===== src/rtl/adder_pkg.sv =====
// rtl/adder_pkg.sv - shared types and constants for the pipelined add/subtract unit
// Contents:
//   op_e      : operation select, OP_ADD (A+B) or OP_SUB (A-B)
//   SAT_*     : result mode codes used by the SAT_MODE parameter
package adder_pkg;

  typedef enum logic {
    OP_ADD = 1'b0,
    OP_SUB = 1'b1
  } op_e;

  localparam int SAT_WRAP = 0;
  localparam int SAT_UNS  = 1;
  localparam int SAT_SGN  = 2;

endpackage


===== src/rtl/adder_pipe_stage.sv =====
// rtl/adder_pipe_stage.sv - one elastic register slice of the add/subtract pipeline
// Ports:
//   clk, rst                      : clock, asynchronous active-low reset
//   src_valid/sum/cout/ovf        : beat offered by the previous slice (or front end)
//   ready                         : this slice can load this cycle
//   next_ready                    : the next slice (or downstream) can load
//   valid/sum/cout/ovf            : beat held by this slice
module adder_pipe_stage #(
  parameter int WIDTH = 8
) (
  input  logic             clk,
  input  logic             rst,
  input  logic             src_valid,
  input  logic [WIDTH-1:0] src_sum,
  input  logic             src_cout,
  input  logic             src_ovf,
  output logic             ready,
  input  logic             next_ready,
  output logic             valid,
  output logic [WIDTH-1:0] sum,
  output logic             cout,
  output logic             ovf
);

  // An empty slice always loads, so bubbles collapse toward the output.
  assign ready = !valid || next_ready;

  always_ff @(posedge clk or negedge rst) begin
    if (!rst) begin
      valid <= 1'b0;
      sum   <= '0;
      cout  <= 1'b0;
      ovf   <= 1'b0;
    end else if (ready) begin
      valid <= src_valid;
      // Payload only moves with a real beat so a drained slice keeps its last value.
      if (src_valid) begin
        sum  <= src_sum;
        cout <= src_cout;
        ovf  <= src_ovf;
      end
    end
  end

endmodule


===== src/rtl/adder_pipe.sv =====
// rtl/adder_pipe.sv - pipelined add/subtract unit with valid/ready handshake and saturation modes
// Ports:
//   clk, rst                : clock, asynchronous active-low reset
//   in_valid/in_ready       : operand handshake
//   in_a, in_b, in_op       : operands and operation (OP_ADD / OP_SUB)
//   out_valid/out_ready     : result handshake
//   out_sum                 : result after the SAT_MODE treatment
//   out_cout                : carry (ADD) or borrow (SUB) of the raw operation
//   out_ovf                 : signed overflow of the raw operation
module adder_pipe
  import adder_pkg::*;
#(
  parameter int WIDTH    = 8,
  parameter int STAGES   = 2,
  parameter int SAT_MODE = 0
) (
  input  logic             clk,
  input  logic             rst,
  input  logic             in_valid,
  output logic             in_ready,
  input  logic [WIDTH-1:0] in_a,
  input  logic [WIDTH-1:0] in_b,
  input  op_e              in_op,
  output logic             out_valid,
  input  logic             out_ready,
  output logic [WIDTH-1:0] out_sum,
  output logic             out_cout,
  output logic             out_ovf
);

  if (SAT_MODE < SAT_WRAP || SAT_MODE > SAT_SGN || STAGES < 1 || WIDTH < 2) begin : g_bad_params
    $error("adder_pipe: illegal parameters WIDTH=%0d STAGES=%0d SAT_MODE=%0d",
           WIDTH, STAGES, SAT_MODE);
  end

  // Front end: raw operation at WIDTH+1 bits, flags, then saturation.
  logic [WIDTH:0]   raw;
  logic             raw_cout;
  logic             raw_ovf;
  logic [WIDTH-1:0] res;

  always_comb begin
    raw      = '0;
    raw_ovf  = 1'b0;
    res      = '0;
    if (in_op == OP_SUB) begin
      raw     = {1'b0, in_a} - {1'b0, in_b};
      // Operands of opposite sign and the result sign differs from A.
      raw_ovf = (in_a[WIDTH-1] != in_b[WIDTH-1]) && (raw[WIDTH-1] != in_a[WIDTH-1]);
    end else begin
      raw     = {1'b0, in_a} + {1'b0, in_b};
      // Operands of equal sign and the result sign differs from them.
      raw_ovf = (in_a[WIDTH-1] == in_b[WIDTH-1]) && (raw[WIDTH-1] != in_a[WIDTH-1]);
    end
    res = raw[WIDTH-1:0];
    if (SAT_MODE == SAT_UNS && raw[WIDTH]) begin
      res = (in_op == OP_ADD) ? {WIDTH{1'b1}} : {WIDTH{1'b0}};
    end else if (SAT_MODE == SAT_SGN && raw_ovf) begin
      // Overflow direction follows the sign of A for both ADD and SUB.
      res = in_a[WIDTH-1] ? {1'b1, {(WIDTH-1){1'b0}}} : {1'b0, {(WIDTH-1){1'b1}}};
    end
  end

  assign raw_cout = raw[WIDTH];

  // Slice 0 is the front end; slices 1..STAGES are registers.
  logic [STAGES:0]   v;
  logic [WIDTH-1:0]  s [0:STAGES];
  logic [STAGES:0]   c;
  logic [STAGES:0]   o;
  logic [STAGES+1:1] r;

  assign v[0]        = in_valid;
  assign s[0]        = res;
  assign c[0]        = raw_cout;
  assign o[0]        = raw_ovf;
  assign r[STAGES+1] = out_ready;

  for (genvar i = 1; i <= STAGES; i++) begin : g_stage
    adder_pipe_stage #(
      .WIDTH(WIDTH)
    ) u_stage (
      .clk       (clk),
      .rst       (rst),
      .src_valid (v[i-1]),
      .src_sum   (s[i-1]),
      .src_cout  (c[i-1]),
      .src_ovf   (o[i-1]),
      .ready     (r[i]),
      .next_ready(r[i+1]),
      .valid     (v[i]),
      .sum       (s[i]),
      .cout      (c[i]),
      .ovf       (o[i])
    );
  end

  assign in_ready  = r[1];
  assign out_valid = v[STAGES];
  assign out_sum   = s[STAGES];
  assign out_cout  = c[STAGES];
  assign out_ovf   = o[STAGES];

endmodule


===== config.mk =====
export PLATFORM = sky130hd
export DESIGN_NAME = adder_pipe
export DESIGN_NICKNAME = d
export VERILOG_FILES = /design/src/rtl/adder_pkg.sv /design/src/rtl/adder_pipe_stage.sv /design/src/rtl/adder_pipe.sv
export SDC_FILE = /design/constraint.sdc
export NUM_CORES = 1
export LEC_CHECK = 0
export CELL_PAD_IN_SITES_DETAIL_PLACEMENT = 1
export CELL_PAD_IN_SITES_GLOBAL_PLACEMENT = 1
export CORE_MARGIN = 2
export CORE_UTILIZATION = 38
export DETAILED_ROUTE_END_ITERATION = 16
export GPL_ROUTABILITY_DRIVEN = 0
export PLACE_DENSITY = 0.76
export SETUP_SLACK_MARGIN = 0.05
export SLEW_MARGIN = 10
export SYNTH_ARGS = -nofsm -noshare
export SYNTH_HDL_FRONTEND = slang
export SYNTH_SLANG_ARGS = --single-unit

===== constraint.sdc =====
create_clock -name clk -period 1.55 [get_ports clk]
set_input_delay 0.31 -clock clk [delete_from_list [all_inputs] [get_ports clk]]
set_output_delay 0.31 -clock clk [all_outputs]
set_load 0.005 [all_outputs]

# Word-level counts from Yosys, hierarchy flattened
# Cells that the tools add are included.
[classes]
n_reduce_logical = 8
eq_ne = 4
addsub = 2
muxes = 2
[op_table]
columns = ["cell", "count"]
rows = [
  ["8-bit by 8-bit adder with 9-bit output", 1],
  ["9-bit 2-to-1 mux", 1],
  ["8-bit by 8-bit subtractor with 9-bit output", 1],
  ["2-bit AND reduction", 2],
  ["1-bit inequality test", 3],
  ["1-bit logical AND", 2],
  ["1-bit logical NOT", 2],
  ["1-bit logical OR", 2],
  ["1-bit == test", 1],
  ["1-bit 2-to-1 mux", 1],
]
[totals]
output_inout_bits = 12
inputBits = 21
register_bits = 22

# Depth between registers and ports, before layout
[depth]
ltp_word = 4
depth_mapped = 9
mapped_depth_nobuf = 9

# Modules after synthesis
# Synthesis repeated with hierarchy kept, for this count alone.
[unflattened]
hier_cells = 146
area_unflattened_um2 = 1639.1
[modules_own_cells]
columns = ["module", "area_each_um2", "instances", "seq_area_each_um2", "cells_per_inst"]
rows = [
  ["adder_pipe_stage", 465.4, 2, 275.3, 24],
  ["adder_pipe", 708.2, 1, 0.0, 98],
]

# Worst setup path after synthesis
# Ideal clock, no wire load.
[synth_timing]
kind = "in2reg"
startpoint = "input in_a[0]"
endpoint = "register g_stage[1].u_stage.sum[6]"
required_time_ps = 1427
stages = 8
setup_slack_ps = -245
arrival_ps = 1672
cell_sequence = "ha_1 -> fa_1 -> nor2b_1 -> o21ai_1 -> a21oi_1 -> o31ai_1 -> xnor2_1 -> o21ai_1"
[synth_between]
elab_chain_cells = 2
[synth_lines]
columns = ["element", "line", "source"]
rows = [
  ["from (decl)", "adder_pipe.sv:21", "input logic [WIDTH-1:0] in_a,"],
  ["8-bit by 8-bit adder with 9-bit output / 8-bit by 8-bit subtractor with 9-bit output (equally long branches)", "adder_pipe.sv:51, adder_pipe.sv:47", ""],
  ["9-bit 2-to-1 mux (*)", "adder_pipe.sv:46", "if (in_op == OP_SUB) begin"],
  ["to (signal assigned)", "adder_pipe_stage.sv:38", "sum <= src_sum;"],
  ["to (decl)", "adder_pipe_stage.sv:20", "output logic [WIDTH-1:0] sum,"],
]
# Mark *: on every way between the ends. The rest lies on a longest branch, timed or not.
# A chain may end at the register's enable or synchronous reset.

# Worst setup path in the final report
[layout_timing]
startpoint = "input in_a[1]"
endpoint = "register g_stage[1].u_stage.sum[6]"
# The elaborated chain is that of the path after synthesis.

==> results.json <==
{
  "status": "complete, but fails checks",
  "violations": "setup timing",
  "critical_path_required_ns": 1.71,
  "drc": 0,
  "rsz0062_at_grt": "yes",
  "setup_viol": 3,
  "yosys_warnings": 0,
  "wl_per_cell_um": 19.6,
  "cts_tree": "yes",
  "fin_crit_sh": 1.05,
  "n_fill_cell": 390,
  "viasPerCell": 5.36,
  "worst_slack_ns": -0.0725,
  "syn_area_um2": 1520,
  "grt_use_total": 0.211,
  "p_leak_nw": 1.16,
  "startpoint_type": "input pin",
  "clock.fmax_mhz": 616,
  "relSlewSlack": 0.813,
  "yosysMostFrequentCell": "dfrtp_1",
  "initial_core_util": 0.406,
  "synthCells": 159,
  "clock_latency_ns": 0.27,
  "drv_slew": 0,
  "cts_made_buffers": 3,
  "routed_wirelength_um": 5440,
  "synthFlopType": "dfrtp_1",
  "die_area_um2": 4520,
  "pin_count": 33,
  "synth.area.top_cells": "dfrtp_1 36%, ha_1 13%, nand2_1 5.2%, mux2_2 4.4%, o21ai_1 3.6%",
  "critPathCaptureType": "flip-flop",
  "ys_ff_latch": 22,
  "synth.net_count": 198,
  "die_w_um": 67.3,
  "worstSetupPathType": "input pin to flip-flop",
  "synth_area_per_cell_um2": 9.56,
  "n_antenna_cell": 0,
  "place_area_um2": 2240,
  "row_count": 22,
  "dp_hpwl_um": 3300,
  "core_area_um2": 3740,
  "final_cell_count_no_fill": 277,
  "ant_nets": 0,
  "irDropWorstVdd_uv": 452,
  "clk_pin_slew_ns": 0.08,
  "port_buffers": 32,
  "grt_max_degree": 23,
  "crit_arrival_ns": 1.79,
  "drt_iter0_markers": 83,
  "hold_buffers": 0,
  "drv_cap": 0,
  "nets": 269,
  "via_count": 1485,
  "finalClockSkew_ns": 0.00102,
  "clock_path_buffers": 2,
  "final_area_um2": 2640,
  "min_period_ns": 1.62,
  "synth_common_cells": "22 x dfrtp_1, 21 x nand2_1, 16 x ha_1",
  "post-place-cells": 264,
  "grt_pass1_vias": 1559,
  "hold_viol": 0,
  "r2r_slack_ns": 0.16,
  "grt_antenna_before_repair": 0,
  "tightest_slew_ns": 0.279,
  "htreeDepth": 1,
  "synth_edf_count": 0,
  "die-height_um": 67.3,
  "worstPathMaxFanout": 4,
  "yosysSeqAreaShare": 0.362,
  "powerDensity_nw_per_um2": 902,
  "synth.largest_area_cell": "dfrtp_1",
  "drt_pre_antenna_iters": 4,
  "grt_pass1_wl_um": 7200,
  "area_growth_pct": 73.3,
  "final_layout_size_suffix_gt1_frac": 0.520,
  "yosys.area.top_type_share": 0.362,
  "yosysUniqueCellTypes": 38,
  "hold_path_class": "input pin to flip-flop",
  "root_buffer": "clkbuf_8",
  "grt_overflow_total": 0,
  "synth-async-reset-ratio": 1.00,
  "cts.sinks": 22
}
==> through the flow <==
stage	setup slack (ns)	hold WS, ns	power, W	TNS, ns	util
after global placement	-0.826	0.466	0.00158	-6.26	0.600
final	-0.0725	0.340	0.00238	-0.177	0.704
after global routing	-0.152	0.340	0.00250	-0.446	0.704
after CTS	-0.0748	0.394	0.00223	-0.140	0.642
after detailed placement	-0.928	0.477	0.00164	-7.50	0.600
after floorplan	-0.179	0.0144	0.00119	-0.559	-
==> registers in the layout, summed over array words and instances (netlist names) <==
register and cells:
g_stage.u_stage.sum 16, g_stage.u_stage.cout 2, g_stage.u_stage.ovf 2, g_stage.u_stage.valid 2
==> final timing paths <==
check | from | end | depth (start not counted)
worst max-delay path | in_a[1] | g_stage[1].u_stage.sum[6] | 9
worst min-delay path | in_b[0] | g_stage[1].u_stage.sum[0] | 3
worst max register to register | g_stage[1].u_stage.valid | g_stage[1].u_stage.ovf | 5
worst min register to register | g_stage[1].u_stage.sum[1] | g_stage[2].u_stage.sum[1] | 1
max in group asynchronous | rst | g_stage[2].u_stage.sum[0] | 2
min in group asynchronous | rst | g_stage[1].u_stage.sum[7] | 2
==> worst max-delay path: stages <==
cell	delay, ns
buf_12	0.11
buf_4	0.13
fa_2	0.40
nor2b_4	0.15
o21ai_4	0.15
a21oi_2	0.08
o31ai_2	0.19
xnor2_1	0.17
o21ai_1	0.08
==> repair_timing <==
item,4_1_cts,5_1_grt
gates resized for setup,79,50
cloned,0,1
endpoints found under the setup margin,10,10
pin swaps,28,24
setup buffers,5,3
endpoints found under the hold margin,0,0
==> report_power, final <==
group | internal, W | switching (W)
Clock | 0.000346 | 0.000197
Combinational | 0.000576 | 0.000449
Sequential | 0.000717 | 0.0000907
Total | 0.00164 | 0.000737
==> per-layer routing <==
metal / share of wire / GRT usage / up-vias
met5: 0 / 0 / -
met3: 0.019 / 0.0117 / 5
met1: 0.42 / 0.243 / 772
met2: 0.55 / 0.402 / 26
met4: 0.011 / 0.0867 / 0
li1: - / - / 682
==> placed cells by master (no fill, tap or decap), types with 6 or more instances in the layout <==
cell and count:
o21ai_1 9, nor2_1 6, mux2_2 6, nand2_1 19
inv_2 6, buf_4 33, clkdlybuf4s50_1 16, buf_6 8
ha_4 10, dfrtp_1 22
==> final cells by class <==
| class | instances | area (um2) | area share |
|---|---|---|---|
| Clock buffer | 3 | 41.3 | 0.0157 |
| Sequential cell | 22 | 551 | 0.209 |
| Clock inverter | 1 | 30.0 | 0.0114 |
| Inverter | 13 | 53.8 | 0.0204 |
| Multi-Input combinational cell | 121 | 1270 | 0.481 |
| Tap cell | 48 | 60.1 | 0.0228 |
| Timing Repair Buffer | 69 | 631 | 0.239 |
==> kinds of logic (layout without fill, tap and decap cells) <==
family	count (synthesis)	count (layout)	synth area share
simple gates	47	47	0.147
compound gates	37	37	0.165
flops	22	22	0.362
fa+ha+maj	18	18	0.158
buf+inv	16	86	0.0411
mux	11	11	0.0807
xor+xnor	8	8	0.0461
Power figures use the tool's default switching activity.
